===== config.mk =====
export PLATFORM = sky130hd
export DESIGN_NAME = core_fetch_responder
export DESIGN_NICKNAME = d
export VERILOG_FILES = /design/src/rtl/core_fetch_responder.sv
export SDC_FILE = /design/constraint.sdc
export NUM_CORES = 1
export LEC_CHECK = 0
export ABC_AREA = 1
export BUFFER_PORTS_ARGS = -buffer_cell sky130_fd_sc_hd__buf_2
export CAP_MARGIN = 5
export CORE_MARGIN = 5
export CORE_UTILIZATION = 55
export CTS_CLUSTER_SIZE = 30
export DETAILED_ROUTE_END_ITERATION = 6
export GPL_TIMING_DRIVEN = 0
export PLACE_DENSITY = 0.83
export RECOVER_POWER = 50
export SETUP_SLACK_MARGIN = 0.05
export SYNTH_ARGS = -nofsm -noshare
export SYNTH_HDL_FRONTEND = slang
export SYNTH_SLANG_ARGS = --single-unit
export TNS_END_PERCENT = 20

===== constraint.sdc =====
create_clock -name clk -period 4.55 [get_ports clk]
set_input_delay 0.455 -clock clk [delete_from_list [all_inputs] [get_ports clk]]
set_output_delay 0.455 -clock clk [all_outputs]
set_load 0.02 [all_outputs]

===== src/rtl/core_fetch_responder.sv =====
// Memory-side responder for instruction fetch: issues sequential word reads on a
// pipelined read bus, returns each word as a one-cycle pulse, and drops stale data after a redirect.
module core_fetch_responder #(
  parameter int ADDR_W          = 30,
  parameter int MAX_OUTSTANDING = 1,
  parameter int CNT_W           = 3
) (
  input  logic              clk,
  input  logic              rst,
  input  logic              fetch,
  input  logic              flush,
  input  logic [ADDR_W-1:0] flush_addr,
  output logic              fetched,
  output logic [31:0]       fetch_data,
  output logic [ADDR_W-1:0] mem_address,
  output logic              mem_read,
  input  logic              mem_waitrequest,
  input  logic [31:0]       mem_readdata,
  input  logic              mem_readdatavalid
);

  typedef enum logic {
    IDLE = 1'b0,
    REQ  = 1'b1
  } state_e;

  localparam logic [CNT_W:0] MaxOut = (CNT_W + 1)'(MAX_OUTSTANDING);

  state_e              state_q;
  logic [ADDR_W-1:0]   req_addr_q;
  logic [ADDR_W-1:0]   mem_address_q;
  logic                mem_read_q;
  logic                fetched_q;
  logic [31:0]         fetch_data_q;
  logic [CNT_W-1:0]    pending_q, pending_d;
  logic [CNT_W-1:0]    discard_q, discard_d;
  logic                stale_q, stale_d;

  logic accept;
  logic rsp;
  logic drop;
  logic deliver;
  logic can_issue;

  assign accept    = mem_read_q && !mem_waitrequest;
  assign rsp       = mem_readdatavalid;
  assign drop      = rsp && (discard_q != '0);
  assign deliver   = rsp && !drop && !flush;
  // Capacity test is (pending - rsp) < MAX, rearranged so it cannot underflow.
  assign can_issue = fetch && !flush &&
                     ({1'b0, pending_q} < (MaxOut + {{CNT_W{1'b0}}, rsp}));

  // NOTE: every always_comb output gets an unconditional default first so no latch is inferred.
  always_comb begin
    pending_d = pending_q + CNT_W'(accept) - CNT_W'(rsp);
    discard_d = discard_q + CNT_W'(accept && stale_q) - CNT_W'(drop);
    stale_d   = stale_q && !accept;
    if (flush) begin
      // Everything still unanswered after this cycle belongs to the old stream.
      discard_d = pending_d;
      stale_d   = (state_q == REQ) && !accept;
    end
  end

  // NOTE: sequential state uses non-blocking assignments so all registers update together.
  always_ff @(posedge clk) begin
    if (rst) begin
      state_q       <= IDLE;
      req_addr_q    <= '0;
      mem_address_q <= '0;
      mem_read_q    <= 1'b0;
      fetched_q     <= 1'b0;
      fetch_data_q  <= '0;
      pending_q     <= '0;
      discard_q     <= '0;
      stale_q       <= 1'b0;
    end else begin
      pending_q <= pending_d;
      discard_q <= discard_d;
      stale_q   <= stale_d;
      fetched_q <= deliver;
      if (deliver) begin
        fetch_data_q <= mem_readdata;
      end
      if (flush) begin
        req_addr_q <= flush_addr;
      end
      case (state_q)
        IDLE: begin
          if (can_issue) begin
            state_q       <= REQ;
            mem_read_q    <= 1'b1;
            mem_address_q <= req_addr_q;
            req_addr_q    <= req_addr_q + ADDR_W'(1);
          end
        end
        REQ: begin
          // The request stays up until accepted, regardless of fetch or flush.
          if (accept) begin
            state_q    <= IDLE;
            mem_read_q <= 1'b0;
          end
        end
      endcase
    end
  end

  assign fetched     = fetched_q;
  assign fetch_data  = fetch_data_q;
  assign mem_address = mem_address_q;
  assign mem_read    = mem_read_q;

endmodule


* After elaboration in Yosys (flattened, before gate mapping)
Cells that the tools add are included.
** Storage, ports and cells
- Register bits after elaboration :: 102
- Output and inout port bits :: 64
** Operators by class
- Add/subtract/negate cells :: 6
- Magnitude comparators :: 1
- Equality and inequality tests :: 2
- Muxes and demuxes :: 11
- Bitwise operators :: 1
- Reduce and logical (&&, ||, !) cells :: 16
** Operators by type and width (count)
- 2-to-1 mux 30 bit :: 3
- adder 30 x 1 -> 30 bit (second input constant) :: 1
- logical AND 1 bit :: 9
- adder 3 x 1 -> 3 bit :: 2
- subtractor 3 x 1 -> 3 bit :: 2
- 2-to-1 mux 1 bit :: 5
- logical NOT 1 bit :: 4
- case mux 1 bit (2 select lines) :: 2
- AND reduction 2 bit :: 2
- less-than comparator 3 x 2 -> 1 bit :: 1
- 2-to-1 mux 3 bit :: 1
- nonzero test 3 bit :: 1
- adder 1 x 1 -> 2 bit (first input constant) :: 1
- inequality test 2 x 1 -> 1 bit (second input constant) :: 1
- inequality test 2 bit (second input constant) :: 1
- NOT 1 bit :: 1

* Logic depth before layout (Yosys ltp)
- Depth after elaboration :: 6
- Gate-level depth with buffers :: 11

* Least setup slack after synthesis
No wires, ideal clock.
- Path kind :: register to register
- Start point :: register mem_read_q, in the netlist mem_read
- End point :: register discard_q[2]
- Library setup time :: 116 ps
- Arrival time :: 1991 ps
- Data required time :: 4434 ps
- Slack :: 2444 ps
- Cell stages (with the launch flop) :: 12
- Path buffers :: 0
- Cell sequence :: dfxtp_1 inv_1 nor2_1 nand2_1 ha_1 inv_1 ha_1 fa_1 xnor2_1 o21ai_0 a21oi_1 nor2_1
** On the way
- Word-level cells in the longest chain between the ends :: 5
- Elaborated cells on any way between the ends :: 7
- Classes of those cells :: add/sub (4); mux (1); reduce/logical (2)
** Ends and longest elaborated chain
- from (decl) :: line 32 : logic mem_read_q;
- from (signal assigned) :: line 71 : mem_read_q <= 1'b0;
- from (signal assigned) :: line 92 : mem_read_q <= 1'b1;
- from (signal assigned) :: line 101 : mem_read_q <= 1'b0;
- logical AND 1 bit * :: line 45 : assign accept = mem_read_q && !mem_waitrequest;
- logical AND 1 bit :: line 56 : discard_d = discard_q + CNT_W'(accept && stale_q) - CNT_W'(drop);
- adder 3 x 1 -> 3 bit :: line 56
- subtractor 3 x 1 -> 3 bit :: line 56
- 2-to-1 mux 3 bit * :: line 58 : if (flush) begin
- to (signal assigned) :: line 79 : discard_q <= discard_d;
- to (decl) :: line 36 : logic [CNT_W-1:0] discard_q, discard_d;
Every way passes the cells marked *; elsewhere a longest branch is shown, timed or not.
A chain may end at the register's enable or synchronous reset.

* Final worst setup path
Same ends and word-level chain as after synthesis.

==> flow_summary.yaml <==
status:
  status: "finished, final reports clean"
yosys:
  yosysWarnings: 0
  ys_ff_latch: 102
  netlist.area_leader.share: 0.422
  synth.area.top_cells: "dfxtp_1, nor2_1, nand2_1"
  syn_area_per_cell_um2: 7.10
  yosysTopAreaCell: "dfxtp_1"
  ys_types: 40
  ys_seq_area_frac: 0.422
  synth_area_mm2: 0.00484
  synthCells: 682
  synth_nets: 758
sta:
  timing.final.crit_share: 0.504
  fin_skew_ns: 0.0128
  worstMarginPinSlew_ns: 0.701
  fmax_ghz: 0.436
  rsz0062_at_grt: "no"
  tns_ns: 0
  drv_slew: 0
  max_slew_margin: 0.533
  min_period_ns: 2.29
  finalSetupViolations: 0
  finalHoldViolCount: 0
hold_path:
  worst_hold_path.endpoint: "fetch_data[28]"
  holdPathStages: 3
  hold_class: "input port to register"
  worstHoldStart: "mem_readdata[28]"
worst_setup_path:
  worstPathArrival_ns: 2.57
  cp_max_fo: 4
  r2r_end: "discard_q[2]"
  reg2reg_slack_ns: 2.26
  r2r_cells: 11
  required_ns: 4.82
  crit_path_start_kind: "register"
  crit_path_end_kind: "register"
  critical_path.cell_chain: "inv_1, nor2_1, nand2_1, ha_1, inv_1, ha_1, fa_1, xnor2_1, o21ai_0, a21oi_1, nor2_1"
  critical_path_class: "register to register"
  max_stage_delay_ns: 0.39
  rr_startpoint: "mem_read"
  crit_path_top_delay_cell: "fa_1"
floorplanning:
  fp-row-count: 34
  die_w_um: 104
  start_util: 0.561
  dieHeight_um: 104
  core_area_mm2: 0.00864
  io_pins: 132
  die_area_mm2: 0.0108
detailed_routing:
  drt_iter0_markers: 371
  route.detailed.drc: 0
  drt_wl_total_mm: 14.5
  antenna_left: 0
  post_drt_wl_per_cell_um: 15.5
  avgViaCountPerCell: 5.43
  vias: 5086
  firstDrtPassIters: 5
cts:
  cts_resized: 0
  cts_tree: "built"
  clockBufferDepth: 2
  cts_htree_levels: 3
  insertion_delay_ns: 0.38
  numCtsBuffers: 9
  holdBufCountCts: 0
  cts.sinks: 102
  path_clk_slew_ns: 0.11
  postCtsSetupBuffers: 0
  root_buffer: "clkbuf_8"
placed_design:
  hpwl_mm: 10.8
  dpl_cell_area_mm2: 0.00563
  dpl.cell_count: 920
  place.gp.congestion: 0.933
  portBuffers: 130
final_layout:
  layout.nets: 899
  insertedDiodeCount: 0
  area_growth_pct: 18.4
  fin_cells: 936
  final_area_mm2: 0.00574
  layout-drive-gt1-share: 0.150
  n_fill_cell: 796
run:
  drv_cap: 0
power:
  pwr_density_cell_mw_per_mm2: 408
  power_leakage_uw: 0.00243
  vdd.ir_drop.worst_mv: 0.196
grt:
  grt_usage: 0.259
  antenna_found_initial: 0
  grt_pass1_vias: 4779
  grt_max_degree: 20
  grt_pass1_wl_mm: 23.3
  gr-total-overflow: 0
==> stage by stage <==
step | utilization | hold slack (ns) | setup slack [ns] | total power, uW
after detailed placement | 0.652 | 0.458 | 2.14 | 1800
after CTS | 0.674 | 0.319 | 2.28 | 2360
final | 0.664 | 0.321 | 2.26 | 2340
after floorplan | - | 0.449 | 2.44 | 1570
after global routing | 0.664 | 0.337 | 2.11 | 2470
after global placement | 0.652 | 0.451 | 2.21 | 1770
==> cells in the final DEF (no fill, tap or decap), drive strengths merged <==
cell      Yosys  routed
nand2       114     114
clkinv        1       3
nand4         4       4
o211a         2       2
o21ai        89      89
xor2          7       7
nand3        32      32
inv          43      45
clkbuf       17      94
a21boi        2       2
ha            6       6
mux2i         6       6
nor3          9       9
clkinvlp      0       3
nand3b        1       1
a21oi        35      35
fa            2       2
a31oi         1       1
o2bb2ai       1       1
buf          17      79
and2          2       2
a211oi        3       3
or2           1       1
o31ai         1       1
nor2        182     182
dfxtp       102     102
xnor2         2       2
==> flip-flops by register name (all words and copies together) (netlist names) <==
name         cells
mem_read         1
mem_address     30
fetched          1
fetch_data      32
state_q          1
stale_q          1
pending_q        3
discard_q        3
req_addr_q      30
==> synth_stat cells <==
cell / n
a211oi_1: 2
a211oi_2: 1
a21boi_0: 2
a21oi_1: 35
a31oi_1: 1
and2_1: 2
buf_1: 1
buf_2: 9
buf_4: 4
buf_6: 3
clkbuf_1: 17
clkinv_2: 1
dfxtp_1: 102
fa_1: 2
ha_1: 6
inv_1: 38
inv_2: 4
inv_6: 1
mux2i_1: 6
nand2_1: 109
nand2_2: 2
nand2_4: 3
nand3_1: 28
nand3_2: 3
nand3_4: 1
nand3b_1: 1
nand4_1: 4
nor2_1: 167
nor2_2: 10
nor2_4: 4
nor2_8: 1
nor3_1: 9
o211a_1: 2
o21ai_0: 64
o21ai_1: 25
o2bb2ai_1: 1
o31ai_1: 1
or2_0: 1
xnor2_1: 2
xor2_1: 7
==> layout make-up <==
| type | count | area, um2 | area share |
|---|---|---|---|
| multi-input combinational | 502 | 2450 | 0.428 |
| sequential | 102 | 2040 | 0.356 |
| timing repair buffer | 130 | 571 | 0.0995 |
| buffer | 34 | 171 | 0.0299 |
| inverter | 44 | 171 | 0.0299 |
| tap | 108 | 135 | 0.0236 |
| clock buffer | 9 | 124 | 0.0216 |
| clock inverter | 7 | 68.8 | 0.0120 |
==> routing by layer <==
| layer | GRT usage | routed length [um] |
|---|---|---|
| met5 | 0 | 0 |
| met4 | 0.0749 | 111 |
| met1 | 0.328 | 6070 |
| met3 | 0.0591 | 1400 |
| met2 | 0.439 | 6950 |
==> logic make-up (layout without fill, tap and decap cells) <==
logic type	after synthesis	in the layout	synth area share
simple gates	345	345	0.308
compound gates	134	134	0.146
flops	102	102	0.422
buf+inv	78	224	0.0718
xor+xnor	9	9	0.0163
fa+ha+maj	8	8	0.0238
mux	6	6	0.0124
==> worst max-delay path, delay by kind of cell, from the launching register on <==
kind | cells | cell delay, ns
fa+ha+maj | 3 | 0.87
simple gates | 3 | 0.38
flops | 1 | 0.36
compound gates | 2 | 0.30
xor+xnor | 1 | 0.20
buf+inv | 2 | 0.09
==> power by group <==
| part | switching (uW) | internal [uW] |
|---|---|---|
| logic | 429 | 217 |
| clock network | 359 | 211 |
| registers | 102 | 1020 |
| total | 890 | 1450 |
==> how the worst max path moves through the flow <==
| stage | from | to | slack, ns | cells past startpoint |
|---|---|---|---|---|
| CTS | mem_read | discard_q[2] | 2.28 | 11 |
| global placement | mem_waitrequest | discard_q[2] | 2.21 | 11 |
| floorplan | mem_read | discard_q[2] | 2.44 | 11 |
| detailed placement | mem_waitrequest | discard_q[2] | 2.14 | 11 |
| finish | mem_read | discard_q[2] | 2.26 | 11 |
| global route | mem_read | discard_q[2] | 2.11 | 11 |
Power figures use the tool's default switching activity.
